--- src/rtl/seg7_pkg.sv ---
// Shared constants for the multiplexed 7-segment scanner: active-high segment
// patterns ({g,f,e,d,c,b,a}, a = bit 0), bus widths and index sizing.
package seg7_pkg;

  localparam int unsigned SEG_W      = 7;
  localparam int unsigned BCD_W      = 4;
  localparam int unsigned MAX_DIGITS = 8;

  localparam logic [SEG_W-1:0] SEG_0     = 7'h3F;
  localparam logic [SEG_W-1:0] SEG_1     = 7'h06;
  localparam logic [SEG_W-1:0] SEG_2     = 7'h5B;
  localparam logic [SEG_W-1:0] SEG_3     = 7'h4F;
  localparam logic [SEG_W-1:0] SEG_4     = 7'h66;
  localparam logic [SEG_W-1:0] SEG_5     = 7'h6D;
  localparam logic [SEG_W-1:0] SEG_6     = 7'h7D;
  localparam logic [SEG_W-1:0] SEG_7     = 7'h07;
  localparam logic [SEG_W-1:0] SEG_8     = 7'h7F;
  localparam logic [SEG_W-1:0] SEG_9     = 7'h6F;
  localparam logic [SEG_W-1:0] SEG_BLANK = 7'h00;

  // Bits needed to index n digits; never less than one so N_DIGITS=1 still has a vector.
  function automatic int unsigned idx_width(input int unsigned n);
    idx_width = 1;
    for (int unsigned w = 1; w < 32; w++) begin
      if ((32'd1 << w) < n) idx_width = w + 1;
    end
  endfunction

endpackage

--- src/rtl/bcd_to_seg7.sv ---
// Combinational BCD to active-high 7-segment decoder; codes A-F decode to blank.
module bcd_to_seg7
  import seg7_pkg::*;
(
  input  logic [BCD_W-1:0] bcd,
  output logic [SEG_W-1:0] seg_c
);

  always_comb begin
    seg_c = SEG_BLANK;
    case (bcd)
      4'd0:    seg_c = SEG_0;
      4'd1:    seg_c = SEG_1;
      4'd2:    seg_c = SEG_2;
      4'd3:    seg_c = SEG_3;
      4'd4:    seg_c = SEG_4;
      4'd5:    seg_c = SEG_5;
      4'd6:    seg_c = SEG_6;
      4'd7:    seg_c = SEG_7;
      4'd8:    seg_c = SEG_8;
      4'd9:    seg_c = SEG_9;
      default: seg_c = SEG_BLANK;
    endcase
  end

endmodule

--- src/rtl/bcd_seg_scanner.sv ---
// Time-multiplexed 7-segment driver with shadow/display double buffer.
// Optional LEADING_ZERO_BLANK_EN blanks leading zero digits (digit 0 always shown).
module bcd_seg_scanner
  import seg7_pkg::*;
#(
  parameter int unsigned N_DIGITS   = 4,
  parameter int unsigned SCAN_DIV   = 1000,
  parameter bit          ACTIVE_LOW = 1'b1
) (
  input  logic                      CLK,
  input  logic                      CLR,
  input  logic                      LOAD,
  input  logic [BCD_W*N_DIGITS-1:0] BCD_IN,
  output logic [SEG_W-1:0]          SEG,
  output logic [N_DIGITS-1:0]       DIG,
  output logic                      FRAME_DONE
);

  localparam int unsigned DATA_W = BCD_W * N_DIGITS;
  localparam int unsigned PRE_W  = $clog2(SCAN_DIV);
  localparam int unsigned IDX_W  = idx_width(N_DIGITS);

  localparam logic [PRE_W-1:0]    PRE_LAST = PRE_W'(SCAN_DIV - 1);
  localparam logic [IDX_W-1:0]    IDX_LAST = IDX_W'(N_DIGITS - 1);
  localparam logic [SEG_W-1:0]    SEG_OFF  = ACTIVE_LOW ? '1 : '0;
  localparam logic [N_DIGITS-1:0] DIG_OFF  = ACTIVE_LOW ? '1 : '0;

  logic [PRE_W-1:0]    presc;
  logic [IDX_W-1:0]    idx;
  logic [DATA_W-1:0]   shadow;
  logic [DATA_W-1:0]   display;
  logic                term_c;
  logic                frame_end_c;
  logic [BCD_W-1:0]    nib_c;
  logic                blank_c;
  logic [N_DIGITS-1:0] dig_c;
  logic [N_DIGITS-1:0] lz_mask_c;
  logic [SEG_W-1:0]    dec_c;
  logic [SEG_W-1:0]    seg_c;

  assign term_c      = (presc == PRE_LAST);
  assign frame_end_c = term_c && (idx == IDX_LAST);

  // Slot prescaler and digit index.
  always_ff @(posedge CLK or posedge CLR) begin
    if (CLR) begin
      presc <= '0;
      idx   <= '0;
    end else if (term_c) begin
      presc <= '0;
      idx   <= (idx == IDX_LAST) ? '0 : idx + IDX_W'(1);
    end else begin
      presc <= presc + PRE_W'(1);
    end
  end

  // Display only takes the shadow at a frame boundary, so a frame never tears.
  always_ff @(posedge CLK or posedge CLR) begin
    if (CLR) begin
      shadow  <= '0;
      display <= '0;
    end else begin
      if (LOAD)        shadow  <= BCD_IN;
      if (frame_end_c) display <= shadow;
    end
  end

`ifdef LEADING_ZERO_BLANK_EN
  logic run_c;

  // A digit above 0 blanks while it and everything above it is zero.
  always_comb begin
    lz_mask_c = '0;
    run_c     = 1'b1;
    for (int i = N_DIGITS - 1; i >= 1; i--) begin
      run_c        = run_c && (display[i*BCD_W +: BCD_W] == 4'd0);
      lz_mask_c[i] = run_c;
    end
  end
`else
  assign lz_mask_c = '0;
`endif

  // Current digit select; enables are held off during slot cycle 0 to hide ghosting.
  always_comb begin
    nib_c   = '0;
    blank_c = 1'b0;
    dig_c   = '0;
    for (int i = 0; i < N_DIGITS; i++) begin
      if (idx == IDX_W'(i)) begin
        nib_c    = display[i*BCD_W +: BCD_W];
        blank_c  = lz_mask_c[i];
        dig_c[i] = (presc != '0);
      end
    end
  end

  bcd_to_seg7 u_dec (
    .bcd   (nib_c),
    .seg_c (dec_c)
  );

  assign seg_c = blank_c ? SEG_BLANK : dec_c;

  // Output register; polarity applied here only.
  always_ff @(posedge CLK or posedge CLR) begin
    if (CLR) begin
      SEG        <= SEG_OFF;
      DIG        <= DIG_OFF;
      FRAME_DONE <= 1'b0;
    end else begin
      SEG        <= ACTIVE_LOW ? ~seg_c : seg_c;
      DIG        <= ACTIVE_LOW ? ~dig_c : dig_c;
      FRAME_DONE <= frame_end_c;
    end
  end

endmodule

--- config.mk ---
export PLATFORM = sky130hd
export DESIGN_NAME = bcd_seg_scanner
export DESIGN_NICKNAME = d
export VERILOG_FILES = /design/src/rtl/seg7_pkg.sv /design/src/rtl/bcd_to_seg7.sv /design/src/rtl/bcd_seg_scanner.sv
export SDC_FILE = /design/constraint.sdc
export NUM_CORES = 1
export LEC_CHECK = 0
export BUFFER_PORTS_ARGS = -buffer_cell sky130_fd_sc_hd__buf_2
export CAP_MARGIN = 20
export CORE_MARGIN = 2
export CORE_UTILIZATION = 52
export DETAILED_ROUTE_END_ITERATION = 6
export PLACE_DENSITY_LB_ADDON = 0.1
export RECOVER_POWER = 25
export SYNTH_ARGS = -nofsm -noshare
export SYNTH_HDL_FRONTEND = slang
export SYNTH_SLANG_ARGS = --single-unit
--- constraint.sdc ---
create_clock -name CLK -period 3.25 [get_ports CLK]
set_input_delay 0.65 -clock CLK [delete_from_list [all_inputs] [get_ports CLK]]
set_output_delay 0.65 -clock CLK [all_outputs]
set_load 0.02 [all_outputs]
# Word-level counts from Yosys, hierarchy flattened
# Memory sizes are Yosys's and may differ from the RTL's.
# Cells that the tools add are included.
[classes] reduce_logical=3 eq_ne=4 n_addsub=2 n_mux=10 n_bitwise=2
[op_table] operator="2-to-1 mux 4 bit" count=4
[op_table] operator="adder 10 x 1 -> 10 bit (second input constant)" count=1
[op_table] operator="== test 10 bit (second input constant)" count=1
[op_table] operator="2-to-1 mux 10 bit" count=1
[op_table] operator="nonzero test 10 bit" count=1
[op_table] operator="inverter 7 bit" count=1
[op_table] operator="== test 2 bit (second input constant)" count=2
[op_table] operator="2-to-1 mux 1 bit" count=4
[op_table] operator="inverter 4 bit" count=1
[op_table] operator="adder 2 x 1 -> 2 bit (second input constant)" count=1
[op_table] operator="== test 2 x 1 -> 1 bit (second input constant)" count=1
[op_table] operator="logical NOT 2 bit" count=1
[op_table] operator="2-to-1 mux 2 bit" count=1
[op_table] operator="logical AND 1 bit" count=1
[totals] output_inout_bits=12 ff_bits=56 word_cells=29 memories=1 input_bits=19 romBits=112
[mem_list] name="(no name shown)" words=16 width=7 rd=1 rd_clocked_by_memory_dff=0 write_ports=0 line_no="bcd_to_seg7.sv:11" text="case (bcd)"

# Depth between registers and ports, before layout
# An unclocked memory read counts as a cell.
[logic_depth] depth_word=7 ltp_mapped=10 mapped_depth_nobuf=9

# Hierarchy
# From an unflattened synthesis, not the netlist that was laid out.
[unflattened] cells_unflattened=213 hier_area_um2=2595.0
[by_module_without_submodules] mod="bcd_seg_scanner" n_inst=1 area_each_um2=2374.8 cells_each=185 seq_area_each_um2=1415.1
[by_module_without_submodules] mod="bcd_to_seg7" n_inst=1 area_each_um2=220.2 cells_each=28 seq_area_each_um2=0.0

# Worst setup path after synthesis
# Ideal clock, no wire load.
[synth_path] path_kind="register -> register" from="register idx[0]" to="register SEG[4]" n_path_buf=1 setup_time_ns=0.077 t_required_ns=3.173 path_stages_with_launch=9 arrival_ns=1.963 period_less_slack_ns=2.039 path_slack_ns=1.211 cell_sequence="dfrtp_1 > ha_1 > buf_6 > nor2b_1 > a211oi_4 > inv_1 > ha_1 > mux2_2 > a22oi_2"
[synth_between] elab_chain_len=7 elab_cells_between_ends=10 cone_classes="eq/ne (3); mux (4); bitwise (1); reduce/logical (1); memory (1)"
[synth_lines] item="from (decl)" line_no="bcd_seg_scanner.sv:29" text="logic [IDX_W-1:0] idx;"
[synth_lines] item="from (signal assigned)" line_no="bcd_seg_scanner.sv:51" text="idx <= (idx == IDX_LAST) ? '0 : idx + IDX_W'(1);"
[synth_lines] item="logical NOT 2 bit" line_no="bcd_seg_scanner.sv:90" text="if (idx == IDX_W'(i)) begin"
[synth_lines] item="2-to-1 mux 4 bit (3 in series)" line_no="bcd_seg_scanner.sv:90"
[synth_lines] item="2-to-1 mux 4 bit *" line_no="bcd_seg_scanner.sv:90"
[synth_lines] item="memory read (16 x 7 bit) *"
[synth_lines] item="inverter 7 bit *" line_no="bcd_seg_scanner.sv:112" text="SEG <= ACTIVE_LOW ? ~seg_c : seg_c;"
[synth_lines] item="to (signal assigned)" line_no="bcd_seg_scanner.sv:112"
[synth_lines] item="to (decl)" line_no="bcd_seg_scanner.sv:14" text="output logic [SEG_W-1:0] SEG,"
# Mark *: on every way between the ends. The rest lies on a longest branch, timed or not.
# A chain may end at the register's enable or synchronous reset.

# Worst setup path after layout
# Same ends and word-level chain as after synthesis.

==> results.py <==
metrics = {
    "job": {
        "maxCapViolCount": 0,
    },
    "global_routing": {
        "grt_start_max_net_pins": 24,
        "grt_pass1_vias": 1683,
        "antenna_found_initial": 0,
        "gr-usage-all-layers_pct": 17.5,
        "grt_pass1_wl_mm": 7.29,
        "grt-ovfl-total": 0,
    },
    "floorplan": {
        "dieHeight_um": 74.0,
        "die_w_um": 74.0,
        "pin_count": 31,
        "die_area_sq_mm": 0.00547,
        "rows": 25,
        "initial_utilization_pct": 53.9,
        "core_area_sq_mm": 0.00472,
    },
    "final_layout": {
        "layout.cells.non_filler": 299,
        "nets": 261,
        "area_growth_pct": 12.2,
        "nFillCells": 383,
        "diodes": 0,
        "drive_gt1_share_pct": 37.9,
    },
    "placed_design": {
        "dp.cells": 291,
        "place_ws_ns": 0.953,
        "dp_hpwl_mm": 3.22,
        "io_buffers": 30,
        "routabilityCongestion": 0.839,
    },
    "power_and_ir_drop": {
        "finalPower_w": 0.00122,
        "ir_drop_mv": 0.241,
        "leakage_nw": 1.38,
        "power.density_mw_per_mm2": 427,
    },
    "route": {
        "ant_nets": 0,
        "drt_iter0_drc": 64,
        "dr.pass1.iters": 4,
        "drt_wl_total_mm": 4.28,
        "vias_per_cell": 5.36,
        "wire_per_inst_um": 14.3,
        "post-route-drc-count": 0,
        "vias": 1604,
    },
    "synth": {
        "synth_nets": 229,
        "synth_compound_area_share_pct": 7.91,
        "synth_mux_area_share_pct": 15.4,
        "syn_area_sq_mm": 0.00255,
        "yosys.area_share.simple_pct": 9.83,
        "avgSynthCellArea_sq_um": 12.8,
        "synthesis.instances": 199,
        "synthDistinctLibCells": 38,
        "synth-seq-cells": 56,
        "synth_top_family_by_area": "multiplexers",
        "synth_fa_ha_area_share_pct": 5.41,
        "synth_xor_area_share_pct": 2.06,
        "seq_area_frac_synth_pct": 55.6,
        "yosysWarnings": 0,
    },
    "timing": {
        "setup_violations": 0,
        "hold_violations": 0,
        "final.setup.worst_slack_ns": 0.905,
        "slew_viol_final": 0,
        "holdWs_ns": 0.427,
        "worst_pin_slew_ns": 0.880,
        "skew_ns": 0.00649,
        "fin_crit_sh_pct": 72.2,
        "rsz0062_at_grt": "false",
        "clock.fmax_ghz": 0.426,
        "finalCriticalPeriod_ns": 2.35,
        "tns_ns": 0,
        "max_slew_margin_pct": 41.3,
    },
    "cts": {
        "clk_path_buf_depth": 2,
        "htreeDepth": 2,
        "cts.sinks": 56,
        "cts_resized": 0,
        "cts_setup_buffers": 0,
        "cts_buffers": 5,
        "cts_root_buf": "clkbuf_8",
        "hold_buffers": 0,
        "path_clk_slew_ns": 0.10,
        "clkLatencyLatePin_ns": 0.30,
        "cts_tree": "built",
    },
    "worst_setup_path": {
        "ff2ff_path_depth": 7,
        "regToRegSetupSlack_ns": 0.90,
        "crit_fanout": 14,
        "startpoint_type": "flip-flop",
        "cp-end-kind": "flip-flop",
        "arrival_ns": 2.57,
        "regToRegEndpoint": "SEG[4]",
        "worstSetupPathType": "reg -> reg",
        "required_ns": 3.48,
        "r2r_start": "idx[0]",
        "crit_start": "idx[0]",
    },
    "min_path": {
        "min_path_type": "in -> async",
    },
    "outcome": {
        "status": "completed",
    },
}
-- final cells by class --
cell class	count	area [sq um]	share of cell area, %
well taps	67	83.8	2.93
multi-input cells	122	1030	36.2
repair buffers	32	161	5.65
inverters	14	52.6	1.84
flip-flops and latches	56	1420	49.5
clock inverters	3	42.5	1.49
clock buffers	5	68.8	2.41
-- cell families (layout without fill, tap and decap cells) --
kind of cell             after synthesis  after routing
flip-flops                            56             56
AND/OR/NAND/NOR                       45             45
multiplexers                          35             35
AO/OA/AOI/OAI                         25             25
buffers and inverters                 21             54
adder cells (fa/ha/maj)               11             11
XOR/XNOR                               6              6
-- stage by stage --
stage | instance area [sq um] | utilization (%)
3_5_place_dp | 2750 | 58.2
5_1_grt | 2860 | 60.5
4_1_cts | 2860 | 60.6
2_1_floorplan | 2550 | -
3_3_place_gp | 2750 | 58.2
6_report | 2860 | 60.5
-- how the worst max path moves through the flow --
stage / endpoint / slack [ns] / depth (start not counted)
finish: SEG[4] / 0.90 / 7
CTS: SEG[4] / 0.90 / 7
floorplan: SEG[4] / 1.21 / 8
global placement: SEG[4] / 1.06 / 7
detailed placement: SEG[4] / 0.95 / 7
global route: SEG[4] / 0.76 / 7
-- power by group --
part,internal [W],total [W],leakage (nW),switching [W]
Clock,0.000228,0.000444,0.0541,0.000216
Sequential,0.000717,0.000727,0.692,0.0000100
Combinational,0.0000263,0.0000503,0.630,0.0000241
Total,0.000971,0.00122,1.38,0.000250
-- placed cells by master, fill, tap and decap left out, types with 2 or more instances in the layout --
cell type  instances
dfrtp_1           45
mux2_2            32
buf_2             30
inv_1             14
nand2_1           12
dfstp_2           11
ha_1              11
nor2_1             8
o21ai_0            5
a21oi_1            5
clkbuf_8           5
nor2b_1            4
xor2_1             4
nand3b_1           4
a22oi_1            4
nor3b_1            3
nand4_1            2
nand3_1            2
or3_1              2
xnor2_1            2
a211oi_1           2
a211oi_4           2
nor3_1             2
a221o_1            2
mux2i_1            2
a31oi_1            2
-- routing by layer --
| layer | GRT usage (%) | vias to the layer above | wire, um |
|---|---|---|---|
| li1 | - | 754 | - |
| met1 | 20.8 | 805 | 1850 |
| met4 | 7.07 | 0 | 50 |
| met5 | 0 | - | 0 |
| met2 | 30.9 | 39 | 2240 |
| met3 | 3.79 | 6 | 145 |
-- state kept, by name, summed over array words and instances, names as in the netlist --
| signal | count |
|---|---|
| shadow | 16 |
| idx | 2 |
| FRAME_DONE | 1 |
| presc | 10 |
| display | 16 |
| SEG | 7 |
| DIG | 4 |
-- worst max-delay path: stages (launching register included) --
cell	delay (ns)
dfrtp_1	0.41
ha_1	0.51
a211oi_1	0.16
a211oi_4	0.41
inv_1	0.17
ha_1	0.23
mux2_2	0.27
a22oi_2	0.11
-- cell usage after synthesis --
library cell,number,share of area [%]
clkbuf_1,2,0.29
and2_0,1,0.25
mux2_1,1,0.44
buf_6,2,0.88
xnor2_1,2,0.69
and4_4,1,0.44
nand2_1,12,1.8
nand3b_1,4,1.2
a22oi_2,1,0.49
a31oi_1,2,0.49
and2_1,1,0.25
clkbuf_2,1,0.20
a211oi_1,2,0.59
inv_1,14,2.1
nor3_1,2,0.39
a21oi_1,5,0.98
nor2_1,8,1.2
a22o_1,1,0.34
or3_1,2,0.49
nor2b_1,4,0.98
mux2_2,32,14
nand3_1,2,0.39
mux2i_1,2,0.79
nor3b_1,3,0.88
a211oi_2,1,0.49
ha_1,11,5.4
a221o_1,2,0.79
a211oi_4,2,1.6
o21ai_0,5,0.98
nand2_4,1,0.44
nand4_1,2,0.49
dfrtp_1,45,44
a22oi_1,4,1.2
xor2_1,4,1.4
and4_1,1,0.34
buf_2,2,0.39
dfstp_2,11,11
nor4b_1,1,0.34
(Power assumes the default switching activity.)
